**config.mk**
```make
export PLATFORM = sky130hd
export DESIGN_NAME = ifetch_resp
export DESIGN_NICKNAME = d
export VERILOG_FILES = /design/src/rtl/ifetch_resp_pkg.sv /design/src/rtl/ifetch_tmo.sv /design/src/rtl/ifetch_resp.sv
export SDC_FILE = /design/constraint.sdc
export NUM_CORES = 1
export LEC_CHECK = 0
export CAP_MARGIN = 10
export CORE_MARGIN = 2
export CORE_UTILIZATION = 48
export CTS_CLUSTER_SIZE = 10
export DETAILED_ROUTE_END_ITERATION = 10
export HOLD_SLACK_MARGIN = 0.15
export PLACE_DENSITY = 0.79
export RECOVER_POWER = 25
export SLEW_MARGIN = 20
export SYNTH_ARGS = -nofsm -noshare
export SYNTH_HDL_FRONTEND = slang
export SYNTH_HIERARCHICAL = 1
export SYNTH_SLANG_ARGS = --single-unit
```
**constraint.sdc**
```tcl
create_clock -name clk_i -period 2.7 [get_ports clk_i]
set_input_delay 0.27 -clock clk_i [delete_from_list [all_inputs] [get_ports clk_i]]
set_output_delay 0.27 -clock clk_i [all_outputs]
set_load 0.01 [all_outputs]
```
**src/rtl/ifetch_resp_pkg.sv**
```systemverilog
// Shared definitions for the instruction-fetch response block: NOP encoding,
// stall-vector decoding, FSM state encodings and default widths.
// Ports: none (package). Imported by ifetch_resp and ifetch_tmo.
package ifetch_resp_pkg;

  localparam int unsigned ADDR_WIDTH_DEF = 32;
  localparam int unsigned DATA_WIDTH_DEF = 32;

  // addi x0, x0, 0 -- what the decoder sees whenever no real instruction is held
  localparam logic [31:0] NOP_INST = 32'h0000_0013;

  // Bit of the stall vector that freezes the IF/ID boundary, and its active level
  localparam int unsigned STALL_IF_BIT = 1;
  localparam logic        STOP         = 1'b1;

  // FSM encodings; 2'b11 is illegal and recovers to IDLE
  localparam logic [1:0] S_IDLE = 2'b00;
  localparam logic [1:0] S_REQ  = 2'b01;
  localparam logic [1:0] S_HOLD = 2'b10;

  function automatic logic word_aligned(input logic [1:0] lsb);
    return lsb == 2'b00;
  endfunction

endpackage

```
**src/rtl/ifetch_tmo.sv**
```systemverilog
// Fetch timeout counter: counts enabled cycles and flags the last allowed one.
// Ports: clk, rst_n (async active-low), clr (synchronous clear), en (count),
//        expire (combinational, high during the TMO_CYCLES-th enabled cycle).
module ifetch_tmo
  import ifetch_resp_pkg::*;
#(
  parameter int unsigned TMO_CYCLES = 255
) (
  input  logic clk,
  input  logic rst_n,
  input  logic clr,
  input  logic en,
  output logic expire
);

  localparam logic [7:0] LAST = 8'(TMO_CYCLES - 1);

  logic [7:0] cnt;

  always_ff @(posedge clk or negedge rst_n) begin
    if (!rst_n) begin
      cnt <= 8'd0;
    end else if (clr) begin
      cnt <= 8'd0;
    end else if (en) begin
      cnt <= cnt + 8'd1;
    end
  end

  // cnt starts at 0 in the first enabled cycle, so equality with LAST marks
  // the TMO_CYCLES-th cycle; the owner leaves the counting state on that edge.
  assign expire = en && (cnt == LAST);

endmodule

```
**src/rtl/ifetch_resp.sv**
```systemverilog
// Instruction-fetch response stage: issues one memory read per new aligned PC,
// holds the returned instruction for the decoder and suppresses re-fetches.
// Ports: clk_i/rst_i (async active-low), ce_i/pc_i/stall_i from the pipeline,
//        inst_o/inst_valid_o/stallreq_o/fetch_err_o to it, mem_req_o/mem_addr_o
//        and mem_ack_i/mem_rdata_i to memory. Optional timeout: IFETCH_TIMEOUT_EN.
module ifetch_resp
  import ifetch_resp_pkg::*;
#(
  parameter int unsigned ADDR_WIDTH = ADDR_WIDTH_DEF,
  parameter int unsigned DATA_WIDTH = DATA_WIDTH_DEF,
  parameter int unsigned TMO_CYCLES = 255
) (
  input  logic                  clk_i,
  input  logic                  rst_i,
  input  logic                  ce_i,
  input  logic [ADDR_WIDTH-1:0] pc_i,
  input  logic [5:0]            stall_i,
  output logic [DATA_WIDTH-1:0] inst_o,
  output logic                  inst_valid_o,
  output logic                  stallreq_o,
  output logic                  mem_req_o,
  output logic [ADDR_WIDTH-1:0] mem_addr_o,
  input  logic                  mem_ack_i,
  input  logic [DATA_WIDTH-1:0] mem_rdata_i,
  output logic                  fetch_err_o
);

  localparam logic [DATA_WIDTH-1:0] NOP = DATA_WIDTH'(NOP_INST);

  logic [1:0]            state;
  logic [DATA_WIDTH-1:0] inst;
  logic                  inst_valid;
  logic [ADDR_WIDTH-1:0] held_addr;
  logic [ADDR_WIDTH-1:0] mem_addr;
  logic                  fetch_err;
  logic                  tmo_expire;
  logic                  freeze;
  logic                  misalign;

  assign freeze   = (stall_i[STALL_IF_BIT] == STOP);
  assign misalign = !word_aligned(pc_i[1:0]);

  // Only the IF/ID stall bit matters here.
  logic unused_stall;
  assign unused_stall = ^{stall_i[5:2], stall_i[0]};

`ifdef IFETCH_TIMEOUT_EN
  ifetch_tmo #(
    .TMO_CYCLES (TMO_CYCLES)
  ) u_tmo (
    .clk    (clk_i),
    .rst_n  (rst_i),
    .clr    (state != S_REQ),
    .en     (state == S_REQ),
    .expire (tmo_expire)
  );
`else
  assign tmo_expire = 1'b0;
  logic unused_tmo;
  assign unused_tmo = TMO_CYCLES[0];
`endif

  always_ff @(posedge clk_i or negedge rst_i) begin
    if (!rst_i) begin
      state      <= S_IDLE;
      inst       <= NOP;
      inst_valid <= 1'b0;
      held_addr  <= '0;
      mem_addr   <= '0;
      fetch_err  <= 1'b0;
    end else begin
      fetch_err <= 1'b0;
      if (!ce_i) begin
        // Fetch disabled wins over everything, including an ack this cycle.
        state      <= S_IDLE;
        inst       <= NOP;
        inst_valid <= 1'b0;
      end else begin
        case (state)
          S_IDLE: begin
            // Entering IDLE drops the held instruction, so IDLE always fetches.
            if (misalign) begin
              if (!freeze) begin
                state      <= S_HOLD;
                inst       <= NOP;
                inst_valid <= 1'b1;
                held_addr  <= pc_i;
                fetch_err  <= 1'b1;
              end
            end else begin
              state    <= S_REQ;
              mem_addr <= pc_i;
            end
          end
          S_REQ: begin
            // The ack is a single-cycle pulse, so it is captured even under a
            // stall; dropping it would leave the fetch hung.
            if (mem_ack_i) begin
              state      <= S_HOLD;
              inst       <= mem_rdata_i;
              inst_valid <= 1'b1;
              held_addr  <= mem_addr;
            end else if (tmo_expire) begin
              state      <= S_HOLD;
              inst       <= NOP;
              inst_valid <= 1'b1;
              held_addr  <= mem_addr;
              fetch_err  <= 1'b1;
            end
          end
          S_HOLD: begin
            // Held address is recorded even for a misaligned PC so that the
            // error pulses once per bad address rather than every cycle.
            if (!freeze && (pc_i != held_addr)) begin
              if (misalign) begin
                inst       <= NOP;
                inst_valid <= 1'b1;
                held_addr  <= pc_i;
                fetch_err  <= 1'b1;
              end else begin
                state      <= S_REQ;
                inst_valid <= 1'b0;
                mem_addr   <= pc_i;
              end
            end
          end
          default: begin
            state      <= S_IDLE;
            inst       <= NOP;
            inst_valid <= 1'b0;
          end
        endcase
      end
    end
  end

  assign inst_o       = inst;
  assign inst_valid_o = inst_valid;
  assign mem_req_o    = (state == S_REQ);
  assign stallreq_o   = (state == S_REQ);
  assign mem_addr_o   = mem_addr;
  assign fetch_err_o  = fetch_err;

endmodule

```
==> reports/metrics.csv, run 1 <==
stage;metric;value;unit
sta;drv_slew;0;
clock_tree;cts.sink_count;100;
critical_path;crit_arrival;2760;ps
global_routing;grt_pass1_vias;3621;
synthesis;synth_compound_area_share;2.441;%
global_routing;gr-total-overflow;0;
placement;place_congestion;0.7909;
worst_hold_path;hold_end;inst_o[1]$_DFFE_PN1P_;
finish;nets;599;
finish;mostFrequentLayoutCell;clkdlybuf4s50_1;
critical_path;critPathBufInv;3;
sta;timing.final.crit_share;93.27;%
detailed_routing;drtPass1Iterations;4;
synthesis;synthSimpleGateAreaFrac;7.272;%
die;initial_utilization;49.89;%
placement;hpwl;7535;um
die;dieArea;11080;sq um
clock_tree;numCtsBuffers;9;
sta;clock_skew;14.10;ps
critical_path;reg2reg_from;held_addr[12]$_DFFE_PN0P_;
clock_tree;clkTransAtPathRegs;90;ps
finish;final_cells;659;
finish;final_cell_mix;135 x clkdlybuf4s50_1, 97 x dfrtp_1, 96 x mux2_1;
detailed_routing;drt_iter0_markers;99;
detailed_routing;via_count;3438;
detailed_routing;vias_per_cell;5.217;
die;num_rows;36;
power_and_ir_drop;p_seq_share;40.4;%
synthesis;postSynth.asyncResetShare;100.0;%
synthesis;yosysWarningCount;6;
power_and_ir_drop;max-vdd-ir-drop;0.5241;mV
sta;worstMarginPinSlew;1163;ps
detailed_routing;wl_per_cell;16.43;um
finish;drive_gt1_share;13.88;%
die;chipWidth;105.3;um
critical_path;r2r_slack;180;ps
synthesis;synth_ff_type;dfrtp_1;
synthesis;synthMuxAreaShare;29.37;%
critical_path;critPathKind;reg2reg;
job;cap_violations;0;
global_routing;grt_pass1_wl;17510;um
sta;fmax;397.1;MHz
synthesis;synth_top_family_by_area;multiplexers;
die;core-area;9864;sq um
power_and_ir_drop;clock_power_share;16.1;%
placement;portBuffers;136;
clock_tree;cts_setup_buffers;0;
synthesis;yosys.area_share.adder;1.017;%
critical_path;worstPathRequired;2950;ps
finish;num_antenna_cells;0;
worst_hold_path;worstHoldStart;inst_o[1]$_DFFE_PN1P_;
critical_path;worstPathCellList;xor2_1 -> nor4_1 -> buf_4 -> nand4_1 -> buf_4 -> o21ai_2 -> a2111oi_4 -> buf_12 -> mux2_1;
critical_path;slowest_delay;450;ps
worst_hold_path;whs_path_depth;2;
synthesis;syn-num-nets;453;
power_and_ir_drop;power_density;883.5;nW/um^2
clock_tree;insertion_delay;360;ps
finish;syn2layout_area_growth;37.45;%
detailed_routing;drc;0;
synthesis;synth_cell_type_count;33;
synthesis;synth_top_area_share;49.33;%
clock_tree;cts_tree;yes;
sta;finalSetupTns;0;ps
worst_hold_path;hp-class;reg2reg;
clock_tree;cts_htree_levels;3;
global_routing;antenna_found_initial;0;
critical_path;reg2reg_depth;9;
synthesis;seq_area_frac_synth;50.93;%
synthesis;synthCells;375;
finish;fillCellCount;727;
detailed_routing;totalWireLength;10830;um
synthesis;avgSynthCellArea;13.12;sq um
critical_path;critPathMaxFanout;32;
sta;setup_viol;0;
synthesis;synth_area;4921;sq um
detailed_routing;antenna_left;0;
critical_path;crit_top_cell;buf_4;
global_routing;grt_max_degree;66;
synthesis;synth_edf_count;0;
critical_path;timing.rr.end;held_addr[28]$_DFFE_PN0P_;
power_and_ir_drop;leakagePower;3.070;nW
critical_path;end_kind;flop;
power_and_ir_drop;swShare;33.50;%
clock_tree;cts_buffer_depth;2;
sta;slew_headroom;22.48;%
synthesis;yosys.area.top_type;dfrtp_1;
sta;hold_viol;0;
status;outcome;finished, final reports clean;
die;io_pins;142;
sta;fin_crit;2518;ps
sta;rsz0062_at_grt;no;
power_and_ir_drop;power_frac_comb;43.5;%
critical_path;worst_setup_path_start_kind;flop;
power_and_ir_drop;net-switching-power;0.002002;W
global_routing;grt_util_all_layers;19.68;%
power_and_ir_drop;p_int;0.003974;W
die;die_h;105.3;um
synthesis;ys_top_cells_by_area;dfrtp_1 49%, mux2_1 22%, mux2_2 6.2%, xor2_1 5.7%, and3_1 3.7%;
clock_tree;clockRootBuffer;clkbuf_8;
placement;dp_cells;641;
synthesis;ys_ff_latch;100;
critical_path;crit_family;buffers and inverters;
critical_path;cp_slowest_cell;nor4_1;
synthesis;synth_xor_area_share;5.695;%
per-layer routing:
metal  routed length, um  track usage, %
met1                4659           24.51
met2                5247           33.00
met3                 796           5.442
met4                 124           6.667
met5                   0               0
worst min-delay path, cell delays in order, from the launching register on:
cell	delay (ps)
dfstp_2	380
inv_1	40
mux2i_1	60
through the flow:
stage	area [sq um]	util (%)	hold slack [ps]	setup WS, ps	power, W
floorplan	4921	-	-25.59	371.5	0.003902
global placement	6524	66.13	318.7	-144.1	0.004928
detailed placement	6524	66.13	320.7	-197.8	0.005044
CTS	6735	68.28	469.2	24.55	0.006020
global route	6764	68.57	510.6	47.06	0.006385
finish	6764	68.57	473.0	181.8	0.005976
synthesized netlist by cell type (3+ instances only):
master and count:
inv_1 10, ha_1 4, mux2i_1 6, nor4_1 9, buf_2 3, xor2_1 32, dfstp_2 3, dfrtp_1 97
mux2_1 96, mux2_2 27, nor2_1 7, buf_6 3, buf_4 4, a21oi_1 3, nand2_1 8, and3_1 29
clkbuf_1 12, o22ai_1 3
registers in the layout, indices dropped and copies added, names as in the netlist:
name	cells
held_addr	32
fetch_err_o	1
inst_o	32
state	2
mem_addr_o	32
inst_valid_o	1
cell type report:
type                    count  area (sq um)  share of cell area, %
flip-flops and latches    100          2506                  37.05
multi-input cells         244          2302                  34.04
repair buffers            156          1550                  22.92
well taps                 133         166.4                  2.460
clock buffers              10         137.6                  2.035
clock inverters             6         63.81                 0.9434
inverters                  10         37.54                 0.5549
repair_timing:
action	CTS	global route
resized for setup	0	4
hold endpoints to repair	45	0
setup endpoints to repair	0	34
hold buffers	1	0
power groups by stage:
| stage | Sequential [W] | Clock [W] | Combinational, W |
|---|---|---|---|
| 2_1_floorplan | 0.00252 | 0 | 0.00138 |
| 3_3_place_gp | 0.00241 | 0 | 0.00251 |
| 3_5_place_dp | 0.00245 | 0 | 0.00259 |
| 4_1_cts | 0.00242 | 0.000995 | 0.00260 |
| 5_1_grt | 0.00250 | 0.00105 | 0.00284 |
| 6_report | 0.00241 | 0.000964 | 0.00260 |
worst max-delay path by stage:
stage / start / to / slack (ps) / cells after the start
floorplan: state[1]$_DFFE_PN0P_ / inst_o[28]$_DFFE_PN0P_ / 370 / 9
global placement: pc_i[12] / held_addr[19]$_DFFE_PN0P_ / -140 / 10
detailed placement: pc_i[26] / inst_o[0]$_DFFE_PN1P_ / -200 / 10
CTS: state[1]$_DFFE_PN0P_ / mem_req_o / 20 / 4
global route: state[0]$_DFFE_PN0P_ / inst_o[28]$_DFFE_PN0P_ / 50 / 6
finish: held_addr[12]$_DFFE_PN0P_ / held_addr[28]$_DFFE_PN0P_ / 180 / 9
kinds of logic (layout without fill, tap and decap cells):
| group | Yosys count | count (layout) |
|---|---|---|
| compound gates | 15 | 16 |
| xor+xnor | 32 | 32 |
| fa+ha+maj | 4 | 4 |
| buf+inv | 32 | 182 |
| flops | 100 | 100 |
| mux | 129 | 129 |
| simple gates | 63 | 63 |
Note: power is estimated with default switching activity, not from simulation.
==> inputs of run 2 (changes only) <==
- CORE_UTILIZATION: 48 -> 35
- PLACE_DENSITY: 0.79 -> 0.6
- SYNTH_HIERARCHICAL: 1 -> unset
==> reports/metrics.csv, run 2 <==
stage;metric;value;unit
status;outcome;finished, final reports clean;
sta;setup_viol;0;
detailed_routing;via_count;3404;
die;dieArea;15020;sq um
placement;portBuffers;136;
die;initial_utilization;35.59;%
clock_tree;cts_buffer_depth;2;
power_and_ir_drop;max-vdd-ir-drop;0.5351;mV
power_and_ir_drop;p_int;0.004342;W
sta;clock_skew;9.802;ps
placement;hpwl;7337;um
die;die_h;122.6;um
synthesis;avgSynthCellArea;13.12;sq um
synthesis;yosysMostFrequentCell;dfrtp_1;
synthesis;synth_cell_type_count;33;
clock_tree;cts_htree_levels;3;
detailed_routing;drt_iter0_markers;138;
synthesis;ys_ff_latch;100;
synthesis;yosys.area.top_type;dfrtp_1;
worst_hold_path;whs_path_depth;2;
power_and_ir_drop;power;0.006374;W
global_routing;grt_util_met3;4.043;%
synthesis;synthMuxAreaShare;29.37;%
die;chipWidth;122.6;um
critical_path;r2r_slack;290;ps
power_and_ir_drop;power_density;921.3;nW/um^2
power_and_ir_drop;p_seq_share;37.9;%
synthesis;synth_top_family_by_area;multiplexers;
sta;fin_crit;2405;ps
synthesis;synth_ff_type;dfrtp_1;
sta;timing.final.crit_share;89.08;%
synthesis;synth_edf_count;0;
global_routing;grt_max_degree;66;
synthesis;synthCells;375;
sta;hold_viol;0;
synthesis;postSynth.asyncResetShare;100.0;%
finish;final_area;6919;sq um
critical_path;end_kind;flop;
power_and_ir_drop;power_frac_comb;41.1;%
finish;num_antenna_cells;0;
detailed_routing;totalWireLength;10870;um
synthesis;synthSimpleGateAreaFrac;7.272;%
global_routing;antenna_found_initial;0;
critical_path;reg2reg_depth;7;
critical_path;timing.rr.end;held_addr[15]$_DFFE_PN0P_;
synthesis;synth_xor_area_share;5.695;%
critical_path;crit_arrival;2630;ps
global_routing;grt_pass1_vias;3429;
clock_tree;cts_setup_buffers;0;
clock_tree;clkTransAtPathRegs;70;ps
critical_path;critPathKind;reg2reg;
clock_tree;numCtsBuffers;9;
global_routing;use_met1;19.98;%
power_and_ir_drop;leakagePower;3.118;nW
detailed_routing;vias_per_cell;4.835;
power_and_ir_drop;clock_power_share;20.9;%
synthesis;synth_top_area_share;49.33;%
critical_path;worstPathRequired;2930;ps
die;num_rows;43;
critical_path;critPathMaxFanout;19;
finish;nets;597;
worst_hold_path;hp-class;reg2reg;
global_routing;grt.busiest_layer;met2;
placement;place_congestion;0.8427;
synthesis;yosysWarningCount;0;
clock_tree;cts.sink_count;100;
finish;drive_gt1_share;13.36;%
clock_tree;hold_buffers;1;
power_and_ir_drop;swShare;31.88;%
clock_tree;clockRootBuffer;clkbuf_16;
critical_path;worst_setup_path_start_kind;flop;
global_routing;grt_pass1_wl;17460;um
power_and_ir_drop;net-switching-power;0.002032;W
synthesis;synth_area;4921;sq um
detailed_routing;wl_per_cell;15.44;um
worst_hold_path;worstHoldStart;inst_o[1]$_DFFE_PN1P_;
detailed_routing;drtPass1Iterations;4;
die;io_pins;142;
global_routing;grt_util_all_layers;14.99;%
synthesis;yosys.area_share.adder;1.017;%
clock_tree;post_cts_resized;0;
finish;final_cell_mix;135 x clkdlybuf4s50_1, 97 x dfrtp_1, 96 x mux2_1;
sta;fmax;415.8;MHz
finish;syn2layout_area_growth;40.61;%
sta;rsz0062_at_grt;no;
detailed_routing;drc;0;
finish;mostFrequentLayoutCell;clkdlybuf4s50_1;
worst_hold_path;hold_end;inst_o[1]$_DFFE_PN1P_;
clock_tree;cts_tree;yes;
sta;worstMarginPinSlew;1068;ps
synthesis;synth_compound_area_share;2.441;%
global_routing;grt_use_met2;23.30;%
critical_path;reg2reg_from;state[0]$_DFFE_PN0P_;
global_routing;gr-total-overflow;0;
sta;slew_headroom;28.77;%
synthesis;synthTopCellsByCount;97 x dfrtp_1, 96 x mux2_1, 32 x xor2_1;
die;core-area;13830;sq um
sta;drv_slew;0;
job;cap_violations;0;
clock_tree;insertion_delay;350;ps
detailed_routing;antenna_left;0;
synthesis;ys_top_cells_by_area;dfrtp_1 49%, mux2_1 22%, mux2_2 6.2%, xor2_1 5.7%, and3_1 3.7%;
synthesis;syn-num-nets;453;
synthesis;seq_area_frac_synth;50.93;%
placement;placed_area;6613;sq um
run 2: worst max-delay path by stage:
stage | from | end | cells after the start
6_report | state[0]$_DFFE_PN0P_ | held_addr[15]$_DFFE_PN0P_ | 7
5_1_grt | rst_i | held_addr[18]$_DFFE_PN0P_ | 3
4_1_cts | held_addr[31]$_DFFE_PN0P_ | held_addr[0]$_DFFE_PN0P_ | 8
3_5_place_dp | pc_i[12] | held_addr[22]$_DFFE_PN0P_ | 9
3_3_place_gp | pc_i[12] | held_addr[9]$_DFFE_PN0P_ | 9
2_1_floorplan | state[1]$_DFFE_PN0P_ | inst_o[28]$_DFFE_PN0P_ | 9
run 2: cells by family (layout without fill, tap and decap cells):
logic type      count (synthesis)  after routing
simple gates                   63             63
flops                         100            100
buf+inv                        32            181
xor+xnor                       32             32
fa+ha+maj                       4              4
compound gates                 15             15
mux                           129            129
run 2: layer usage:
metal / vias to the layer above / wire length [um]
met5: - / 0
met4: 0 / 162
met3: 10 / 787
met2: 107 / 4886
met1: 1665 / 5034
li1: 1622 / -
run 2: metrics by stage:
stage               setup TNS, ps  hold slack, ps  util [%]  instances  setup WS, ps
finish                          0           467.2     50.04        704         294.9
global route                    0           481.6     50.04        704         150.1
CTS                             0           469.7     50.15        704         268.5
detailed placement          -5180           304.8     47.82        687        -95.30
global placement            -6512           297.8     47.82        687        -95.77
floorplan                       0          -25.59         -        375         371.5
run 2: cell type report:
cell class                 instances  area [sq um]
clock buffer                      11         252.7
clock inverter                     5         58.81
fill                            1254          6908
inverter                          10         37.54
multi-input combinational        243          2275
sequential                       100          2506
tap                              180         225.2
timing repair buffer             155          1564
run 2: power by group through the flow:
| stage | Combinational [W] | Sequential [W] | Clock [W] |
|---|---|---|---|
| 2_1_floorplan | 0.00138 | 0.00252 | 0 |
| 3_3_place_gp | 0.00262 | 0.00242 | 0 |
| 3_5_place_dp | 0.00266 | 0.00245 | 0 |
| 4_1_cts | 0.00268 | 0.00243 | 0.00138 |
| 5_1_grt | 0.00286 | 0.00250 | 0.00146 |
| 6_report | 0.00262 | 0.00242 | 0.00134 |
run 2: critical path, cell delays in order, from the launching register on:
cell       delay [ps]
dfrtp_1           400
inv_1             120
ha_1              340
a211oi_1          250
a31oi_1           100
a2111oi_4         500
buf_12            230
mux2_1            340
